--- src/rtl/ahbl_sample_fifo.sv ---
// ahbl_sample_fifo: AHB-Lite slave buffering I2S samples for CPU reads, with a level-threshold IRQ.
// Optional AHBL_SAMPLE_FIFO_PEAK_EN adds a clear-on-read peak |sample| register at 0x14.
module ahbl_sample_fifo #(
    parameter int DEPTH    = 16,
    parameter int AW       = 4,
    parameter int SAMPLE_W = 24
) (
    input  logic                HCLK,
    input  logic                HRESETn,
    input  logic [31:0]         HADDR,
    input  logic [1:0]          HTRANS,
    input  logic [2:0]          HSIZE,
    input  logic                HWRITE,
    input  logic                HREADY,
    input  logic                HSEL,
    input  logic [31:0]         HWDATA,
    output logic                HREADYOUT,
    output logic [31:0]         HRDATA,
    input  logic                S_VALID,
    input  logic [SAMPLE_W-1:0] S_DATA,
    output logic                IRQ
);
    localparam logic [AW:0] LVL_FULL = (AW+1)'(DEPTH);
    localparam logic [AW:0] LVL_HALF = (AW+1)'(DEPTH / 2);
    localparam logic [AW:0] LVL_ONE  = (AW+1)'(1);

    logic [2:0]          addr_q, addr_d;
    logic                wr_q, wr_d, act_q, act_d;
    logic [AW:0]         wp_q, wp_d, rp_q, rp_d, thr_q, thr_d, level;
    logic                en_q, en_d, ie_q, ie_d, ovf_q, ovf_d, udf_q, udf_d, irq_q, irq_d;
    logic [SAMPLE_W-1:0] mem_q [DEPTH];
    logic                rd_sel, wr_sel, rd_data, empty, full, pop, push, accept, flush, irq_pend;
    logic [31:0]         head;
    logic                unused_bits;

    assign unused_bits = ^{HADDR[31:5], HADDR[1:0], HTRANS[0], HSIZE, HWDATA[31:AW+1]};
    assign HREADYOUT   = 1'b1;
    assign IRQ         = irq_q;

    always_comb begin
        act_d    = HSEL & HTRANS[1] & HREADY;
        addr_d   = HREADY ? HADDR[4:2] : addr_q;
        wr_d     = HREADY ? HWRITE : wr_q;
        level    = wp_q - rp_q;
        empty    = (level == '0);
        full     = (level == LVL_FULL);
        rd_sel   = act_q & ~wr_q;
        wr_sel   = act_q & wr_q;
        rd_data  = rd_sel & (addr_q == 3'd0);
        flush    = wr_sel & (addr_q == 3'd2) & HWDATA[2];
        pop      = rd_data & ~empty;
        push     = S_VALID & en_q;
        accept   = push & (~full | pop) & ~flush;
        rp_d     = flush ? '0 : rp_q + (AW+1)'(pop);
        wp_d     = flush ? '0 : wp_q + (AW+1)'(accept);
        en_d     = (wr_sel & (addr_q == 3'd2)) ? HWDATA[0] : en_q;
        ie_d     = (wr_sel & (addr_q == 3'd2)) ? HWDATA[1] : ie_q;
        thr_d    = !(wr_sel & (addr_q == 3'd3)) ? thr_q :
                   (HWDATA[AW:0] == '0)         ? LVL_ONE :
                   (HWDATA[AW:0] > LVL_FULL)    ? LVL_FULL : HWDATA[AW:0];
        // a new event wins over a same-cycle W1C so it is never lost
        ovf_d    = (ovf_q & ~(wr_sel & (addr_q == 3'd4) & HWDATA[0])) | (push & full & ~pop & ~flush);
        udf_d    = (udf_q & ~(wr_sel & (addr_q == 3'd4) & HWDATA[1])) | (rd_data & empty);
        irq_pend = (level >= thr_q) | ovf_q;
        irq_d    = ie_q & irq_pend;
        head     = 32'($signed(mem_q[rp_q[AW-1:0]]));
    end

`ifdef AHBL_SAMPLE_FIFO_PEAK_EN
    logic [SAMPLE_W-1:0] peak_q, peak_d, mag, mag_sat;
    logic                peak_rd;

    always_comb begin
        mag     = S_DATA[SAMPLE_W-1] ? -S_DATA : S_DATA;
        mag_sat = mag[SAMPLE_W-1] ? {1'b0, {(SAMPLE_W-1){1'b1}}} : mag;
        peak_rd = rd_sel & (addr_q == 3'd5);
        peak_d  = peak_rd                        ? (accept ? mag_sat : '0) :
                  (accept && (mag_sat > peak_q)) ? mag_sat : peak_q;
    end

    always_ff @(posedge HCLK or negedge HRESETn) begin
        if (!HRESETn) peak_q <= '0;
        else          peak_q <= peak_d;
    end
`endif

    always_comb begin
        HRDATA = '0;
        if (rd_sel) begin
            case (addr_q)
                3'd0:    HRDATA = empty ? '0 : head;
                3'd1:    HRDATA = {11'b0, irq_pend, udf_q, ovf_q, full, empty, 16'(level)};
                3'd2:    HRDATA = {30'b0, ie_q, en_q};
                3'd3:    HRDATA = 32'(thr_q);
`ifdef AHBL_SAMPLE_FIFO_PEAK_EN
                3'd5:    HRDATA = 32'(peak_q);
`endif
                default: HRDATA = '0;
            endcase
        end
    end

    always_ff @(posedge HCLK or negedge HRESETn) begin
        if (!HRESETn) begin
            addr_q <= '0;
            wr_q   <= 1'b0;
            act_q  <= 1'b0;
            wp_q   <= '0;
            rp_q   <= '0;
            thr_q  <= LVL_HALF;
            en_q   <= 1'b0;
            ie_q   <= 1'b0;
            ovf_q  <= 1'b0;
            udf_q  <= 1'b0;
            irq_q  <= 1'b0;
        end else begin
            addr_q <= addr_d;
            wr_q   <= wr_d;
            act_q  <= act_d;
            wp_q   <= wp_d;
            rp_q   <= rp_d;
            thr_q  <= thr_d;
            en_q   <= en_d;
            ie_q   <= ie_d;
            ovf_q  <= ovf_d;
            udf_q  <= udf_d;
            irq_q  <= irq_d;
        end
    end

    always_ff @(posedge HCLK) begin
        if (accept) mem_q[wp_q[AW-1:0]] <= S_DATA;
    end
endmodule

--- config.mk ---
export PLATFORM = sky130hd
export DESIGN_NAME = ahbl_sample_fifo
export DESIGN_NICKNAME = d
export VERILOG_FILES = /design/src/rtl/ahbl_sample_fifo.sv
export SDC_FILE = /design/constraint.sdc
export NUM_CORES = 1
export LEC_CHECK = 0
export CAP_MARGIN = 20
export CORE_MARGIN = 5
export CORE_UTILIZATION = 50
export CTS_CLUSTER_SIZE = 40
export DETAILED_ROUTE_END_ITERATION = 8
export MAX_ROUTING_LAYER = met4
export PLACE_DENSITY_LB_ADDON = 0.12
export SLEW_MARGIN = 20
export SYNTH_ARGS = -nofsm -noshare
export SYNTH_HDL_FRONTEND = slang
export SYNTH_SLANG_ARGS = --single-unit
--- constraint.sdc ---
create_clock -name HCLK -period 11.3 [get_ports HCLK]
set_input_delay 2.26 -clock HCLK [delete_from_list [all_inputs] [get_ports HCLK]]
set_output_delay 2.26 -clock HCLK [all_outputs]
set_load 0.03 [all_outputs]
==> impl_metrics.toml <==
[outcome]
status = "complete, no violations"

[sta]
setup_viol = 0
finClkSkew_ps = 15.3
period_needed_ps = 7050
post-route-period-util = 0.624
rsz0062_at_grt = "false"
worst_pin_slew_ps = 1080
tns_ps = 0
relSlewSlack = 0.280
worst_hold_slack_ps = 491
hold_violations = 0
slew_violations = 0
fmax_mhz = 142

[clocking]
clockBufferDepth = 3
clock_sinks = 409
numCtsBuffers = 43
clk_pin_slew_ps = 60
ctsHoldBuffers = 0
htreeDepth = 2
ctsResizeCount = 0
worstSkewPairLatency_ps = 560
cts-root-buf = "clkbuf_16"
cts_setup_buffers = 0
cts_tree = "yes"

[synthesis]
synth_cells = 812
syn_area_sq_um = 16400
avgSynthCellArea_sq_um = 20.2
synth_seq_area_share = 0.740
synth_ff_type = "edfxtp_1"
ys_types = 55
synth_edf_count = 384
yosys_warnings = 0
ys_ff_latch = 409
synth.net_count = 925
async_reset_ff_frac = 0.0611

[cells_and_area]
final_cells = 1380
diodes = 0
drive_above_1_share = 0.246
multi_input_area_sq_um = 4020
seq_area_sq_um = 12200
area_delta_synth_final_pct = 16.1
fillers = 2377
finalNetCount = 1021

[floorplanning]
rows = 66
start_util = 0.506
die_area_sq_um = 36600
fp.dieH_um = 191
io_pins = 133
dieWidth_um = 191
core-area_sq_um = 32500

[worst_setup_path]
r2r-start = "rp_q[2]"
worst_setup_path_end_kind = "output port"
cp-start-kind = "flop"
worstSetupPathType = "flop to output port"
crit_path_max_fanout = 42
arrival_ps = 4790
required_ps = 9040
crit_start = "rp_q[0]"

[routing]
ant_nets = 0
num_vias = 7940
avgRoutedWirePerCell_um = 25.1
first_pass_iters = 7
via_per_inst = 5.75
drtIter0Drc = 578
drt-total-wl_um = 34600
route.detailed.drc = 0

[global_route]
antenna_found_initial = 0
grt_util_all_layers = 0.201
grt_pass1_vias = 8309
grt_max_degree = 59
grt_pass1_wl_um = 52100
overflow = 0

[run]
max_cap_viol_count = 0

[power_and_ir_drop]
finalPower_mw = 3.82
combPwrFrac = 0.189
leakage_nw = 6.15
p_per_area_nw_per_um2 = 201
vdd_drop_max_v = 0.000120
clock_power_share = 0.352
switchingPower_mw = 0.980
sw_frac_of_total = 0.256
p_int_mw = 2.84
seq_power_share = 0.460

[min_path]
holdCritPathClass = "flop to flop"
hp-start = "udf_q"

[placement]
io_buffers = 71
placedCellCount = 1304
place_congestion = 0.795
hpwl_um = 19300
-- layout by cell type, fill, tap and decap left out, drive strengths merged, types with 12 or more instances in the layout --
master | Yosys | routed
clkinv | 0 | 15
inv | 15 | 18
dfrtp | 24 | 24
clkdlybuf4s50 | 0 | 70
nor2b | 18 | 18
edfxtp | 384 | 384
buf | 30 | 30
nand2 | 70 | 70
ha | 13 | 13
mux4 | 110 | 110
clkbuf | 19 | 53
nor3 | 12 | 12
a21oi | 23 | 23
nor2 | 12 | 12
-- synth_stat cells, drive strengths merged (3+ instances only) --
library cell  instances  share of area
ha                   13         0.0099
nand2b                8         0.0030
a21oi                23         0.0072
dfrtp                24          0.037
edfxtp              384           0.70
mux2i                 3         0.0018
nand2                70          0.016
nand3                 4         0.0012
mux4                110           0.15
o31ai                 3         0.0022
xnor2                 4         0.0021
nor2b                18         0.0069
o21ai                11         0.0040
nor2                 12         0.0032
o22ai                 6         0.0023
xor2                  6         0.0037
nor3                 12         0.0040
inv                  15         0.0034
mux2                  6         0.0041
nor4                  6         0.0023
buf                  30          0.014
clkbuf               19         0.0043
-- state kept, by name, indices dropped and copies added (netlist names) --
register  count
en_q          1
addr_q        3
wp_q          5
IRQ           1
thr_q         5
act_q         1
wr_q          1
rp_q          5
udf_q         1
ovf_q         1
ie_q          1
mem_q       384
-- layout make-up --
type,instances,area share
sequential,409,0.638
multi-input combinational,339,0.211
clock buffer,53,0.0584
timing repair buffer,100,0.0484
tap,442,0.0290
clock inverter,22,0.0126
inverter,15,0.00295
-- metal layers --
metal,wire (um),up-vias,track usage
li1,-,3474,-
met4,693,0,0.0494
met5,0,-,-
met3,1880,45,0.0325
met2,17600,214,0.327
met1,14500,4207,0.270
-- critical path, stage by stage, from the launching register on --
cell             delay (ps)
dfrtp_4                 710
buf_4                   660
buf_4                   780
mux4_2                  600
nand2_1                  80
nand2_1                  80
a21oi_1                 400
o22ai_1                 170
clkdlybuf4s50_1         650
-- kinds of logic after synthesis --
| family | synth area share |
|---|---|
| AO/OA/AOI/OAI | 0.0204 |
| flip-flops | 0.740 |
| AND/OR/NAND/NOR | 0.0425 |
| buffers and inverters | 0.0220 |
| XOR/XNOR | 0.00579 |
| adder cells (fa/ha/maj) | 0.0111 |
| other | 0.000228 |
| multiplexers | 0.158 |
-- power groups by stage --
stage | Combinational, mW | Sequential (mW) | Clock [mW]
after global routing | 0.791 | 1.77 | 1.44
final | 0.721 | 1.76 | 1.34
after detailed placement | 0.729 | 1.79 | 0
after CTS | 0.733 | 1.76 | 1.38
after global placement | 0.718 | 1.79 | 0
after floorplan | 0.605 | 1.75 | 0
-- through the flow --
stage                     setup WS [ps]  utilization  cell area (sq um)
after floorplan                    5600            -              16400
after global routing               3890        0.588              19100
after CTS                          4110        0.587              19100
final                              4250        0.588              19100
after detailed placement           4700        0.545              17700
after global placement             4730        0.545              17700
-- worst paths after layout --
path                       cells past startpoint  slack [ps]           to
min in group asynchronous                      1        1710      wp_q[4]
hold / removal                                 2         490        udf_q
max in group asynchronous                      1        9170      rp_q[0]
hold reg to reg                                2         490        udf_q
setup / recovery                               8        4250   HRDATA[16]
setup reg to reg                               9        6980  mem_q[2][0]
(Power assumes the default switching activity.)
